$ cat src/rtl/mem_debug_ctrl.sv
// ============================================================================
// Module   : mem_debug_ctrl (with package mem_cfg_pkg)
// Purpose  : Push-button memory inspector and debug writer. Four debounced
//            buttons step/home a current address and queue byte/word pattern
//            writes. A programmer byte-write port has zero-latency priority
//            access to the memory and holds off debug writes for a while
//            after its last write.
// Ports    : clk_i, rst_i          - clock, synchronous active-high reset
//            btn_i[3:0]            - raw buttons {word, byte, home, step}
//            prog_we_i/addr_i/data_i - programmer byte-write port
//            mem_addr_o/data_o/we_o/width_o - memory request
//            mem_dout_i            - memory read data
//            disp_addr_o/data_o    - inspection display
//            prog_busy_o           - programmer activity / holdoff
// Revision : 1.0 - initial release
// ============================================================================
`default_nettype none

package mem_cfg_pkg;
  typedef enum logic {MEM_BYTE = 1'b0, MEM_WORD = 1'b1} mem_width_t;
endpackage

module mem_debug_ctrl
  import mem_cfg_pkg::*;
#(
  parameter int              ADDR_W          = 10,
  parameter int              DATA_W          = 32,
  parameter int              DEBOUNCE_CYCLES = 100000,
  parameter int              REPEAT_CYCLES   = 25000000,
  parameter int              STEP            = 1,
  parameter int              HOLDOFF_CYCLES  = 16,
  parameter logic [7:0]      PATTERN_B       = 8'hA7,
  parameter logic [DATA_W-1:0] PATTERN_W     = DATA_W'(32'h0DEFACED)
) (
  input  logic              clk_i,
  input  logic              rst_i,
  input  logic [3:0]        btn_i,
  input  logic              prog_we_i,
  input  logic [ADDR_W-1:0] prog_addr_i,
  input  logic [7:0]        prog_data_i,
  output logic [ADDR_W-1:0] mem_addr_o,
  output logic [DATA_W-1:0] mem_data_o,
  output logic              mem_we_o,
  output mem_width_t        mem_width_o,
  input  logic [DATA_W-1:0] mem_dout_i,
  output logic [ADDR_W-1:0] disp_addr_o,
  output logic [DATA_W-1:0] disp_data_o,
  output logic              prog_busy_o
);

  localparam int DB_W  = $clog2(DEBOUNCE_CYCLES + 1);
  localparam int REP_W = $clog2(REPEAT_CYCLES + 1);
  localparam int HO_W  = $clog2(HOLDOFF_CYCLES + 1);
  localparam logic [DB_W-1:0]   DB_LAST   = DB_W'(DEBOUNCE_CYCLES - 1);
  localparam logic [REP_W-1:0]  REP_LAST  = REP_W'(REPEAT_CYCLES - 1);
  localparam logic [HO_W-1:0]   HOLD_LOAD = HO_W'(HOLDOFF_CYCLES);
  localparam logic [ADDR_W-1:0] STEP_INC  = ADDR_W'(STEP);

  typedef enum logic [1:0] {IDLE = 2'd0, PROG = 2'd1, DBG_WR = 2'd2} state_t;

  state_t            state, next_state;
  logic [3:0]        level;       // accepted (debounced) button levels
  logic [3:0]        level_q;     // accepted levels one cycle ago
  logic [3:0]        press;
  logic [REP_W-1:0]  rep_cnt;
  logic [HO_W-1:0]   hold_cnt;
  logic [ADDR_W-1:0] cur_addr;
  logic              pend_valid;
  mem_width_t        pend_width;
  logic              step_evt, do_step, do_home, do_byte, do_word, consume;

  // btn_i is sampled directly; the debounce window absorbs bounce and the
  // buttons are assumed to be synchronised to clk_i upstream.
  for (genvar gi = 0; gi < 4; gi++) begin : g_debounce
    logic            lvl;
    logic [DB_W-1:0] cnt;
    always_ff @(posedge clk_i) begin
      if (rst_i) begin
        lvl <= 1'b0;
        cnt <= '0;
      end else if (btn_i[gi] != lvl) begin
        if (cnt == DB_LAST) begin
          lvl <= btn_i[gi];
          cnt <= '0;
        end else begin
          cnt <= cnt + 1'b1;
        end
      end else begin
        cnt <= '0;
      end
    end
    assign level[gi] = lvl;
  end

  assign press = level & ~level_q;

  // rep_cnt is 0 in the press cycle and wraps every REPEAT_CYCLES while the
  // step level is held, so a wrap back to 0 marks each auto-repeat.
  assign step_evt = press[0] | (level[0] & level_q[0] & (rep_cnt == '0));

  // Lowest-index event wins; the rest are dropped.
  assign do_step = step_evt;
  assign do_home = press[1] & ~step_evt;
  assign do_byte = press[2] & ~step_evt & ~press[1];
  assign do_word = press[3] & ~step_evt & ~press[1] & ~press[2];
  assign consume = (state == DBG_WR) & ~prog_we_i;

  always_ff @(posedge clk_i) begin
    if (rst_i) state <= IDLE;
    else       state <= next_state;
  end

  always_ff @(posedge clk_i) begin
    if (rst_i) begin
      level_q    <= '0;
      rep_cnt    <= '0;
      hold_cnt   <= '0;
      cur_addr   <= '0;
      pend_valid <= 1'b0;
      pend_width <= MEM_BYTE;
    end else begin
      level_q <= level;
      if (!level[0] || rep_cnt == REP_LAST) rep_cnt <= '0;
      else                                 rep_cnt <= rep_cnt + 1'b1;
      if (do_step)      cur_addr <= cur_addr + STEP_INC;
      else if (do_home) cur_addr <= '0;
      if (prog_we_i)            hold_cnt <= HOLD_LOAD;
      else if (hold_cnt != '0)  hold_cnt <= hold_cnt - 1'b1;
      // A newly queued write takes precedence over consuming the old one.
      if (do_byte) begin
        pend_valid <= 1'b1;
        pend_width <= MEM_BYTE;
      end else if (do_word) begin
        pend_valid <= 1'b1;
        pend_width <= MEM_WORD;
      end else if (consume) begin
        pend_valid <= 1'b0;
      end
    end
  end

  always_comb begin
    next_state  = state;
    mem_addr_o  = cur_addr;
    mem_data_o  = '0;
    mem_width_o = MEM_BYTE;
    mem_we_o    = 1'b0;
    case (state)
      IDLE: begin
        if (prog_we_i)       next_state = PROG;
        else if (pend_valid) next_state = DBG_WR;
      end
      // Leaving on hold_cnt==1 makes the counter hit 0 on the same edge,
      // giving exactly HOLDOFF_CYCLES busy cycles after the last write.
      PROG: begin
        if (!prog_we_i && hold_cnt <= HO_W'(1)) next_state = IDLE;
      end
      DBG_WR:  next_state = prog_we_i ? PROG : IDLE;
      default: next_state = IDLE;
    endcase
    // The programmer path is purely combinational so it also works in reset.
    if (prog_we_i) begin
      mem_addr_o  = prog_addr_i;
      mem_data_o  = DATA_W'(prog_data_i);
      mem_width_o = MEM_BYTE;
      mem_we_o    = 1'b1;
    end else if (state == DBG_WR) begin
      mem_we_o    = 1'b1;
      mem_width_o = pend_width;
      mem_data_o  = (pend_width == MEM_WORD) ? PATTERN_W : DATA_W'(PATTERN_B);
    end
  end

  assign prog_busy_o = prog_we_i | (state == PROG);
  assign disp_addr_o = cur_addr;
  assign disp_data_o = prog_busy_o ? '0 : mem_dout_i;

endmodule

`default_nettype wire
$ cat config.mk
export PLATFORM = sky130hd
export DESIGN_NAME = mem_debug_ctrl
export DESIGN_NICKNAME = d
export VERILOG_FILES = /design/src/rtl/mem_debug_ctrl.sv
export SDC_FILE = /design/constraint.sdc
export NUM_CORES = 1
export LEC_CHECK = 0
export CAP_MARGIN = 30
export CORE_MARGIN = 3
export CORE_UTILIZATION = 50
export CTS_CLUSTER_SIZE = 20
export DETAILED_ROUTE_END_ITERATION = 8
export GPL_ROUTABILITY_DRIVEN = 1
export GPL_TIMING_DRIVEN = 0
export PLACE_DENSITY_LB_ADDON = 0.25
export REMOVE_ABC_BUFFERS = 1
export SYNTH_ARGS = -nofsm -noshare
export SYNTH_HDL_FRONTEND = slang
export SYNTH_SLANG_ARGS = --single-unit
$ cat constraint.sdc
create_clock -name clk_i -period 2.2 [get_ports clk_i]
set_input_delay 0.22 -clock clk_i [delete_from_list [all_inputs] [get_ports clk_i]]
set_output_delay 0.22 -clock clk_i [all_outputs]
set_load 0.005 [all_outputs]
==> results of run 1 <==
[layer usage]
metal / GRT usage, % / share of wire, %
met5: 0 / 0
met1: 23.3 / 41
met3: 4.89 / 5.4
met4: 6.18 / 0.79
met2: 36.4 / 53
[state kept, by name (all words and copies together) (netlist names)]
name            flops
rep_cnt            25
pend_valid          1
disp_addr_o        10
pend_width          1
level_q             4
g_debounce.lvl      4
hold_cnt            5
state               2
g_debounce.cnt     68
[how the worst min path moves through the flow]
stage                               from  depth (start not counted)                   end  slack (ns)
floorplan                          rst_i                          1        disp_addr_o[1]        0.29
global placement    g_debounce[2].cnt[0]                          1  g_debounce[2].cnt[0]        0.42
detailed placement  g_debounce[0].cnt[0]                          1  g_debounce[0].cnt[0]        0.44
CTS                 g_debounce[0].cnt[0]                          1  g_debounce[0].cnt[0]        0.44
global route        g_debounce[0].cnt[0]                          1  g_debounce[0].cnt[0]        0.47
finish              g_debounce[0].cnt[0]                          1  g_debounce[0].cnt[0]        0.44
[cells in the final DEF, fill, tap and decap left out, types with 4 or more instances in the layout]
cell type          n
nor2b_1            8
clkdlybuf4s50_1  131
a21oi_1            9
nor3_1            19
nor4b_1            9
dfxtp_1          118
mux2i_1            4
nor4_1             7
inv_1             27
ha_1              10
conb_1            10
xnor2_1           59
and3_1            21
a31oi_1            4
nand2_1           31
nand4_1           20
bufinv_16          4
or3_1              4
nor2_1           130
mux2_2            10
and2_1            40
nand2b_1           4
nand3_1           31
o21ai_0            6
and4_1            12
xor2_1            34
clkbuf_16         17
[layout make-up]
| class | count | area share, % |
|---|---|---|
| clock inverter | 15 | 2.54 |
| multi-input combinational | 510 | 40.6 |
| timing repair buffer | 138 | 17.6 |
| tap | 143 | 2.26 |
| clock buffer | 17 | 5.37 |
| sequential | 120 | 30.3 |
| inverter | 27 | 1.28 |
[power groups by stage]
| stage | clock network (µW) | logic (µW) | registers [µW] |
|---|---|---|---|
| after detailed placement | 0 | 432 | 2270 |
| after global routing | 3050 | 487 | 2220 |
| after global placement | 0 | 419 | 2260 |
| final | 2900 | 439 | 2220 |
| after floorplan | 0 | 174 | 2260 |
| after CTS | 2950 | 444 | 2220 |
[cell families (layout without fill, tap and decap cells)]
kind of cell	count (synthesis)	count (layout)	share of synthesized area, %
mux	14	14	2.57
other cells	1	10	0.0632
compound gates	33	33	3.90
fa+ha+maj	10	10	2.11
buf+inv	74	197	6.64
simple gates	350	350	30.6
xor+xnor	93	93	13.7
flops	120	120	40.5
[per-stage QoR]
| step | hold WS, ns | area [µm²] | setup slack [ns] | util, % | std cells |
|---|---|---|---|---|---|
| 2_1_floorplan | 0.289 | 5680 | -0.315 | - | 657 |
| 3_3_place_gp | 0.422 | 7190 | -1.38 | 62.4 | 933 |
| 3_5_place_dp | 0.435 | 7210 | -0.974 | 62.6 | 935 |
| 4_1_cts | 0.444 | 7920 | 0.0103 | 68.8 | 970 |
| 5_1_grt | 0.468 | 7930 | 0.00707 | 68.9 | 970 |
| 6_report | 0.443 | 7930 | 0.0898 | 68.9 | 970 |
[worst max-delay path: cells and delay by family (launching register included)]
family                 cells  cell delay, ns
buffers and inverters      3            0.77
flip-flops                 1            0.38
AO/OA/AOI/OAI              1            0.19
AND/OR/NAND/NOR            1            0.15
[what timing repair did]
item,CTS,global route
pin swaps,2,1
endpoints found under the setup margin,74,64
gates cloned,1,0
endpoints found under the hold margin,0,0
gates resized for setup,15,4
setup buffers,2,0
==> qor.yml, run 1 <==
io_buffers: 133
grt_max_degree: 30
powerDensity_nw_per_um2: 702
synthFlopType: "dfxtp_1"
clk_pin_slew_ns: 0.06
drt_iter0_markers: 240
hold_buffers: 0
cts_buffer_depth: 2
chipHeight_um: 115
setup_viol: 0
grt_pass1_wl_um: 21700
yosysTopAreaCell: "dfxtp_1"
timing.rr.start: "rep_cnt[0]"
core-area_um2: 11500
seq_area_frac_synth_pct: 40.5
synth.top_cell.area_share_pct: 40.5
gp_congestion: 0.820
first_pass_iters: 4
ys_async_sr_fraction_pct: 0
worst_setup_path_start_kind: "register"
grt_remaining_overflow: 0
critPathMaxFanout: 20
worst_pin_slew_ns: 0.939
power.share.switching_pct: 21.5
crit_type: "register to output pin"
worstPathRequired_ns: 1.98
clkLatencyLatePin_ns: 0.41
r2r_slack_ns: 0.19
fin_worst_skew_ns: 0.0103
finalWirelength_um: 13300
hold_class: "register to register"
critPathMaxStageDelay_ns: 0.50
status: "finished, final reports clean"
final_max_slew_viol_count: 0
pwr-share-clk_pct: 52.1
area_growth_pct: 33.5
maxCapViolCount: 0
die_area_um2: 13200
post-route-period-util_pct: 95.9
p_seq_share_pct: 40.0
ant_nets: 0
period_needed_ns: 2.11
syn_avg_cell_area_um2: 8.54
die_width_um: 115
ir_worst_vdd_mv: 0.460
cp_cell_sequence: "inv_1 -> a21oi_4 -> buf_6 -> and2_1 -> clkdlybuf4s50_1"
synth_edf_count: 0
fmax_mhz: 474
clkSinkCount: 120
switching_power_uw: 1200
yosysMostFrequentCell: "nor2_1"
track_usage_pct: 20.1
start_util_pct: 51.6
multiInputGateArea_um2: 3220
hold_viol: 0
tns_ns: 0
crit_path_top_delay_cell: "clkdlybuf4s50_1"
final_net_count: 881
endpoint: "disp_data_o[28]"
r2r_end: "rep_cnt[22]"
netlist_area_um2: 5940
fillers: 905
p_leak_uw: 0.00283
ys.warnings.count: 0
reg2regPathDepth: 6
combPwrFrac_pct: 7.9
n_antenna_cell: 0
htreeDepth: 4
max-slew-margin-rel_pct: 37.3
via_count: 5035
finalPower_uw: 5560
num_rows: 39
first_global_vias: 4657
cts_root_buf: "clkbuf_16"
cts_tree: "yes"
crit_path_end_kind: "output pin"
synthTopCellsByArea: "dfxtp_1, xnor2_1, nor2_1"
drive_above_1_share_pct: 7.50
viasPerCell: 5.19
worstPathArrival_ns: 1.89
power.internal_uw: 4370
synth_cells: 695
synthTopCellsByCount: "nor2_1, dfxtp_1, xnor2_1, and2_1, xor2_1"
ys_seq_elements: 120
antenna_found_initial: 0
regArea_um2: 2400
rsz0062_at_grt: "no"
synth_cell_types: 43
dp.final_hpwl_um: 9770
setup.worst_path.start: "state[1]"
tritoncts.num_buffers: 17
drc: 0
wl_per_cell_um: 13.8
io_pins: 144
Power figures use the tool's default switching activity.
==> inputs of run 2 (changes only) <==
- CORE_ASPECT_RATIO: unset -> 1.25
==> run 2 against run 1 <==
  * Worst setup slack lost 0.038 ns
  * Register-to-register slack better by 0.02 ns
  * Non-clock buffer count decreased by 1
  * Sequential cell count unchanged
  * Largest cell class unchanged
==> qor.yml, run 2 (synthesized netlist as in run 1, its figures left out) <==
maxCapViolCount: 0  # unchanged
finalPower_uw: 5250  # was 5560 µW
powerDensity_nw_per_um2: 667  # was 702 nW/µm²
gp_congestion: 0.846  # was 0.820
n_antenna_cell: 0  # unchanged
drive_above_1_share_pct: 7.64  # was 7.50%
first_global_vias: 4938  # was 4,657
hold-path-cell-count: 3  # was 1
power.internal_uw: 4160  # was 4370 µW
cts_tree: "yes"  # unchanged
pwr-share-clk_pct: 49.2  # was 52.1%
r2r_end: "disp_addr_o[0]"  # was rep_cnt[22]
clkSinkCount: 120  # unchanged
worstPathRequired_ns: 1.98  # about the same
setup_viol: 0  # unchanged
ant_nets: 0  # unchanged
core-area_um2: 11400  # was 11,500 µm²
drt_iter0_markers: 218  # was 240
fmax_mhz: 466  # was 474 MHz
p_seq_share_pct: 42.3  # was 40.0%
io_buffers: 133  # unchanged
postPlaceCellArea_um2: 7220  # was 7210 µm²
power.share.switching_pct: 20.9  # was 21.5%
dp.final_hpwl_um: 9900  # was 9770 µm
num_rows: 43  # was 39
post-route-period-util_pct: 97.6  # was 95.9%
endpoint: "disp_data_o[2]"  # was disp_data_o[28]
finalWirelength_um: 13500  # was 13,300 µm
worst_pin_slew_ns: 0.885  # was 0.939 ns
io_pins: 144  # unchanged
layout_commonest_cell: "clkdlybuf4s50_1"  # unchanged
top_register: "g_debounce.cnt"  # unchanged
die_width_um: 103  # was 115 µm
status: "finished, final reports clean"  # unchanged
combPwrFrac_pct: 8.5  # was 7.9%
clkLatencyLatePin_ns: 0.41  # about the same
timing.rr.start: "rep_cnt[8]"  # was rep_cnt[0]
critPathMaxFanout: 17  # was 20
first_pass_iters: 4  # unchanged
grt_pass1_wl_um: 21700  # about the same
period_needed_ns: 2.15  # was 2.11 ns
hold_class: "input port to register"  # was register to register
fin_worst_skew_ns: 0.00783  # was 0.0103 ns
rsz0062_at_grt: "no"  # unchanged
worstPathArrival_ns: 1.93  # was 1.89 ns
htreeDepth: 4  # unchanged
worst_setup_path_start_kind: "register"  # unchanged
setup.worst_path.start: "state[1]"  # unchanged
hold_buffers: 0  # unchanged
finish.utilization_pct: 69.4  # was 68.9%
pre_cts_ws_ns: -1.15  # was -0.974 ns
max-slew-margin-rel_pct: 40.9  # was 37.3%
crit_type: "register to output pin"  # unchanged
p_leak_uw: 0.00281  # was 0.00283 µW
antenna_found_initial: 0  # unchanged
die_area_um2: 13200  # about the same
drc: 0  # unchanged
final.setup.worst_slack_ns: 0.0520  # was 0.0898 ns
largest_register_ff_count: 68  # unchanged
start_util_pct: 52.3  # was 51.6%
clk_pin_slew_ns: 0.05  # was 0.06 ns
cts_root_buf: "clkbuf_16"  # unchanged
grt_remaining_overflow: 0  # unchanged
r2r_slack_ns: 0.21  # was 0.19 ns
tritoncts.num_buffers: 17  # unchanged
track_usage_pct: 20.6  # was 20.1%
cts_buffer_depth: 2  # unchanged
switching_power_uw: 1100  # was 1200 µW
area_growth_pct: 32.7  # was 33.5%
final_cell_mix: "clkdlybuf4s50_1, nor2_1, dfxtp_1"  # unchanged
ir_worst_vdd_mv: 0.563  # was 0.460 mV
tns_ns: 0  # unchanged
chipHeight_um: 128  # was 115 µm
stdcell_area_um2: 7880  # was 7930 µm²
via_count: 5062  # was 5,035
hold_viol: 0  # unchanged
final_max_slew_viol_count: 0  # unchanged
reg2regPathDepth: 5  # was 6
final_net_count: 880  # was 881
grt_max_degree: 30  # unchanged
wl_per_cell_um: 13.8  # about the same
viasPerCell: 5.15  # was 5.19
crit_path_end_kind: "output pin"  # unchanged
run 2: timing repair:
item,4_1_cts,5_1_grt
setup endpoints to repair,68,49
pin swaps,1,0
setup buffers,2,0
gates cloned,0,0
resized for setup,13,10
run 2: routing by layer:
| layer | vias up | GRT usage (%) | routed length [µm] |
|---|---|---|---|
| met5 | - | 0 | 0 |
| met4 | 0 | 7.47 | 174 |
| met3 | 17 | 6.04 | 935 |
| met2 | 152 | 38.5 | 7390 |
| met1 | 2371 | 21.0 | 5050 |
| li1 | 2522 | - | - |
run 2: worst min path at each step:
stage / start / end / slack, ns
after CTS: g_debounce[3].cnt[0] / g_debounce[3].cnt[0] / 0.45
after global routing: g_debounce[2].cnt[0] / g_debounce[2].cnt[0] / 0.46
after global placement: g_debounce[2].cnt[0] / g_debounce[2].cnt[0] / 0.42
after floorplan: rst_i / disp_addr_o[1] / 0.29
final: prog_we_i / state[0] / 0.40
after detailed placement: g_debounce[3].cnt[0] / g_debounce[3].cnt[0] / 0.43
run 2: area by class of cell:
class / count / area [µm²]
fill: 882 / 3470
multi-input combinational: 510 / 3230
sequential: 120 / 2400
timing repair buffer: 137 / 1380
clock buffer: 23 / 498
tap: 157 / 196
inverter: 27 / 101
clock inverter: 8 / 70.1
run 2: metrics by stage:
step | cells | hold slack [ns]
final | 982 | 0.396
after global routing | 982 | 0.457
after CTS | 982 | 0.446
after detailed placement | 949 | 0.434
after global placement | 947 | 0.423
after floorplan | 657 | 0.289
run 2: power groups by stage:
stage,clock network (µW),logic [µW],registers [µW]
floorplan,0,174,2260
global placement,0,419,2260
detailed placement,0,434,2270
CTS,2630,445,2220
global route,2730,489,2220
finish,2590,446,2220
run 2: critical path: stages (launching register included):
cell and delay (ns):
dfxtp_2 0.37, inv_1 0.08, a21oi_4 0.17, buf_6 0.18, and2_1 0.20, clkdlybuf4s50_1 0.52
==> inputs of run 3 (changes only) <==
- CORE_MARGIN: 3 -> unset
==> run 3 against run 2 <==
  * Clock-buffer cell count shrank 1
  * Combinational power shrank 1%
  * Sequential share of layout area is essentially flat
  * Final cell count grew 0.51%
  * Via count shrank 0.53%
  * Power grew 0.51%
  * First-iteration DRC count shrank 32%
  * Clock skew shrank 0.0010 ns
  * Non-clock buffer count grew 1
  * Highest routed layer unchanged
==> qor.yml, run 3 (synthesized netlist as in run 1, its figures left out) <==
status: "finished, final reports clean"  # unchanged
post-route-period-util_pct: 95.2  # was 97.6%
first_pass_iters: 4  # unchanged
via_count: 5035  # was 5,062
cp.depth: 5  # unchanged
met2WireLength_um: 6730  # was 7390 µm
track_usage_pct: 21.4  # was 20.6%
clkSinkCount: 120  # unchanged
clkLatencyLatePin_ns: 0.41  # about the same
io_pins: 144  # unchanged
hold_viol: 0  # unchanged
final_net_count: 881  # was 880
tns_ns: 0  # unchanged
wl_per_cell_um: 12.9  # was 13.8 µm
pre_cts_ws_ns: -0.994  # was -1.15 ns
drc: 0  # unchanged
num_rows: 44  # was 43
max-slew-margin-rel_pct: 33.9  # was 40.9%
hold-path-cell-count: 1  # was 3
dp.final_hpwl_um: 9300  # was 9900 µm
critPathMaxStageDelay_ns: 0.50  # was 0.52 ns
setup_viol: 0  # unchanged
reg2regPathDepth: 5  # unchanged
die_width_um: 99.5  # was 103 µm
fillers: 937  # was 882
cts_buffer_depth: 2  # unchanged
antenna_found_initial: 0  # unchanged
chipHeight_um: 124  # was 128 µm
gp_congestion: 0.858  # was 0.846
htreeDepth: 4  # unchanged
wl_met1_um: 5100  # was 5050 µm
worstPathArrival_ns: 1.87  # was 1.93 ns
fmax_mhz: 478  # was 466 MHz
powerDensity_nw_per_um2: 670  # was 667 nW/µm²
core-area_um2: 11600  # was 11,400 µm²
layout_commonest_cell: "clkdlybuf4s50_1"  # unchanged
hold_buffers: 0  # unchanged
rsz0062_at_grt: "no"  # unchanged
cts_tree: "yes"  # unchanged
grt_remaining_overflow: 0  # unchanged
clk_pin_slew_ns: 0.05  # about the same
final.setup.worst_slack_ns: 0.106  # was 0.0520 ns
cp_cell_sequence: "inv_1 -> a21oi_4 -> buf_8 -> and2_1 -> clkdlybuf4s50_1"  # was inv_1 -> a21oi_4 -> buf_6 -> and2_1 -> clkdlybuf4s50_1
worstPathRequired_ns: 1.98  # about the same
maxCapViolCount: 0  # unchanged
worst_pin_slew_ns: 0.990  # was 0.885 ns
crit_path_top_delay_cell: "clkdlybuf4s50_1"  # unchanged
final_cells: 987  # was 982
first_global_vias: 4857  # was 4,938
grt_pass1_wl_um: 21100  # was 21,700 µm
critPathBufInv: 3  # unchanged
critPathMaxFanout: 22  # was 17
crit_path_end_kind: "output pin"  # unchanged
viasPerCell: 5.10  # was 5.15
dp.cells: 953  # was 949
drive_above_1_share_pct: 7.14  # was 7.64%
start_util_pct: 51.1  # was 52.3%
ant_nets: 0  # unchanged
cts_root_buf: "clkbuf_16"  # unchanged
grt_max_degree: 30  # unchanged
final_max_slew_viol_count: 0  # unchanged
crit_family: "buffers and inverters"  # unchanged
finalWirelength_um: 12800  # was 13,500 µm
period_needed_ns: 2.09  # was 2.15 ns
top_register: "g_debounce.cnt"  # unchanged
ir_worst_vdd_mv: 0.614  # was 0.563 mV
io_buffers: 133  # unchanged
hold_class: "register to register"  # was input port to register
largest_register_ff_count: 68  # unchanged
whs_ns: 0.430  # was 0.396 ns
crit_type: "register to output pin"  # unchanged
n_antenna_cell: 0  # unchanged
top_layer: "met4"  # unchanged
die_area_um2: 12300  # was 13,200 µm²
final_cell_mix: "clkdlybuf4s50_1, nor2_1, dfxtp_1"  # unchanged
p_leak_uw: 0.00280  # was 0.00281 µW
drt_iter0_markers: 148  # was 218
wl_met3_um: 768  # was 935 µm
fin_worst_skew_ns: 0.00679  # was 0.00783 ns
area_growth_pct: 32.7  # about the same
finalPower_uw: 5280  # was 5250 µW
tritoncts.num_buffers: 17  # unchanged
worst_setup_path_start_kind: "register"  # unchanged
==> run 3: per-layer routing <==
layer	vias to the layer above	track usage, %
met5	-	0
met4	0	8.00
met3	18	6.29
met2	144	41.1
met1	2342	21.7
li1	2531	-
==> run 3: stage by stage <==
step | util, % | instance area, µm²
finish | 67.8 | 7880
global route | 67.8 | 7880
CTS | 67.6 | 7850
detailed placement | 62.2 | 7230
global placement | 62.1 | 7210
floorplan | - | 5680
==> run 3: report_power, final <==
group | leakage [µW] | internal, µW | total [µW] | switching [µW]
registers | 0.000969 | 2200 | 2220 | 23.7
clock network | 0.000276 | 1700 | 2620 | 913
logic | 0.00156 | 269 | 440 | 171
==> run 3: final timing paths <==
check                            start              endpoint  slack (ns)
setup / recovery              state[1]       disp_data_o[20]        0.11
hold reg to reg   g_debounce[0].cnt[0]  g_debounce[0].cnt[0]        0.43
hold / removal    g_debounce[0].cnt[0]  g_debounce[0].cnt[0]        0.43
setup reg to reg            rep_cnt[8]        disp_addr_o[3]        0.14
==> run 3: layout make-up <==
type / instances / area, µm² / share of cell area (%)
Timing Repair Buffer: 138 / 1380 / 17.6
Multi-Input combinational cell: 510 / 3220 / 40.9
Clock inverter: 9 / 100 / 1.27
Tap cell: 161 / 201 / 2.56
Sequential cell: 120 / 2400 / 30.5
Inverter: 27 / 101 / 1.29
Clock buffer: 22 / 464 / 5.89
==> run 3: worst reg2reg max path, stage by stage (launching register included) <==
cell and delay (ns):
dfxtp_1 0.33, or4_1 0.57, nand4bb_4 0.28, o32ai_2 0.43
nand2b_1 0.16, a31oi_1 0.22
==> run 3: timing repair <==
action,CTS,global route
setup endpoints to repair,92,38
resized for setup,13,5
gates cloned,0,0
setup buffers,2,1
pin swaps,2,1
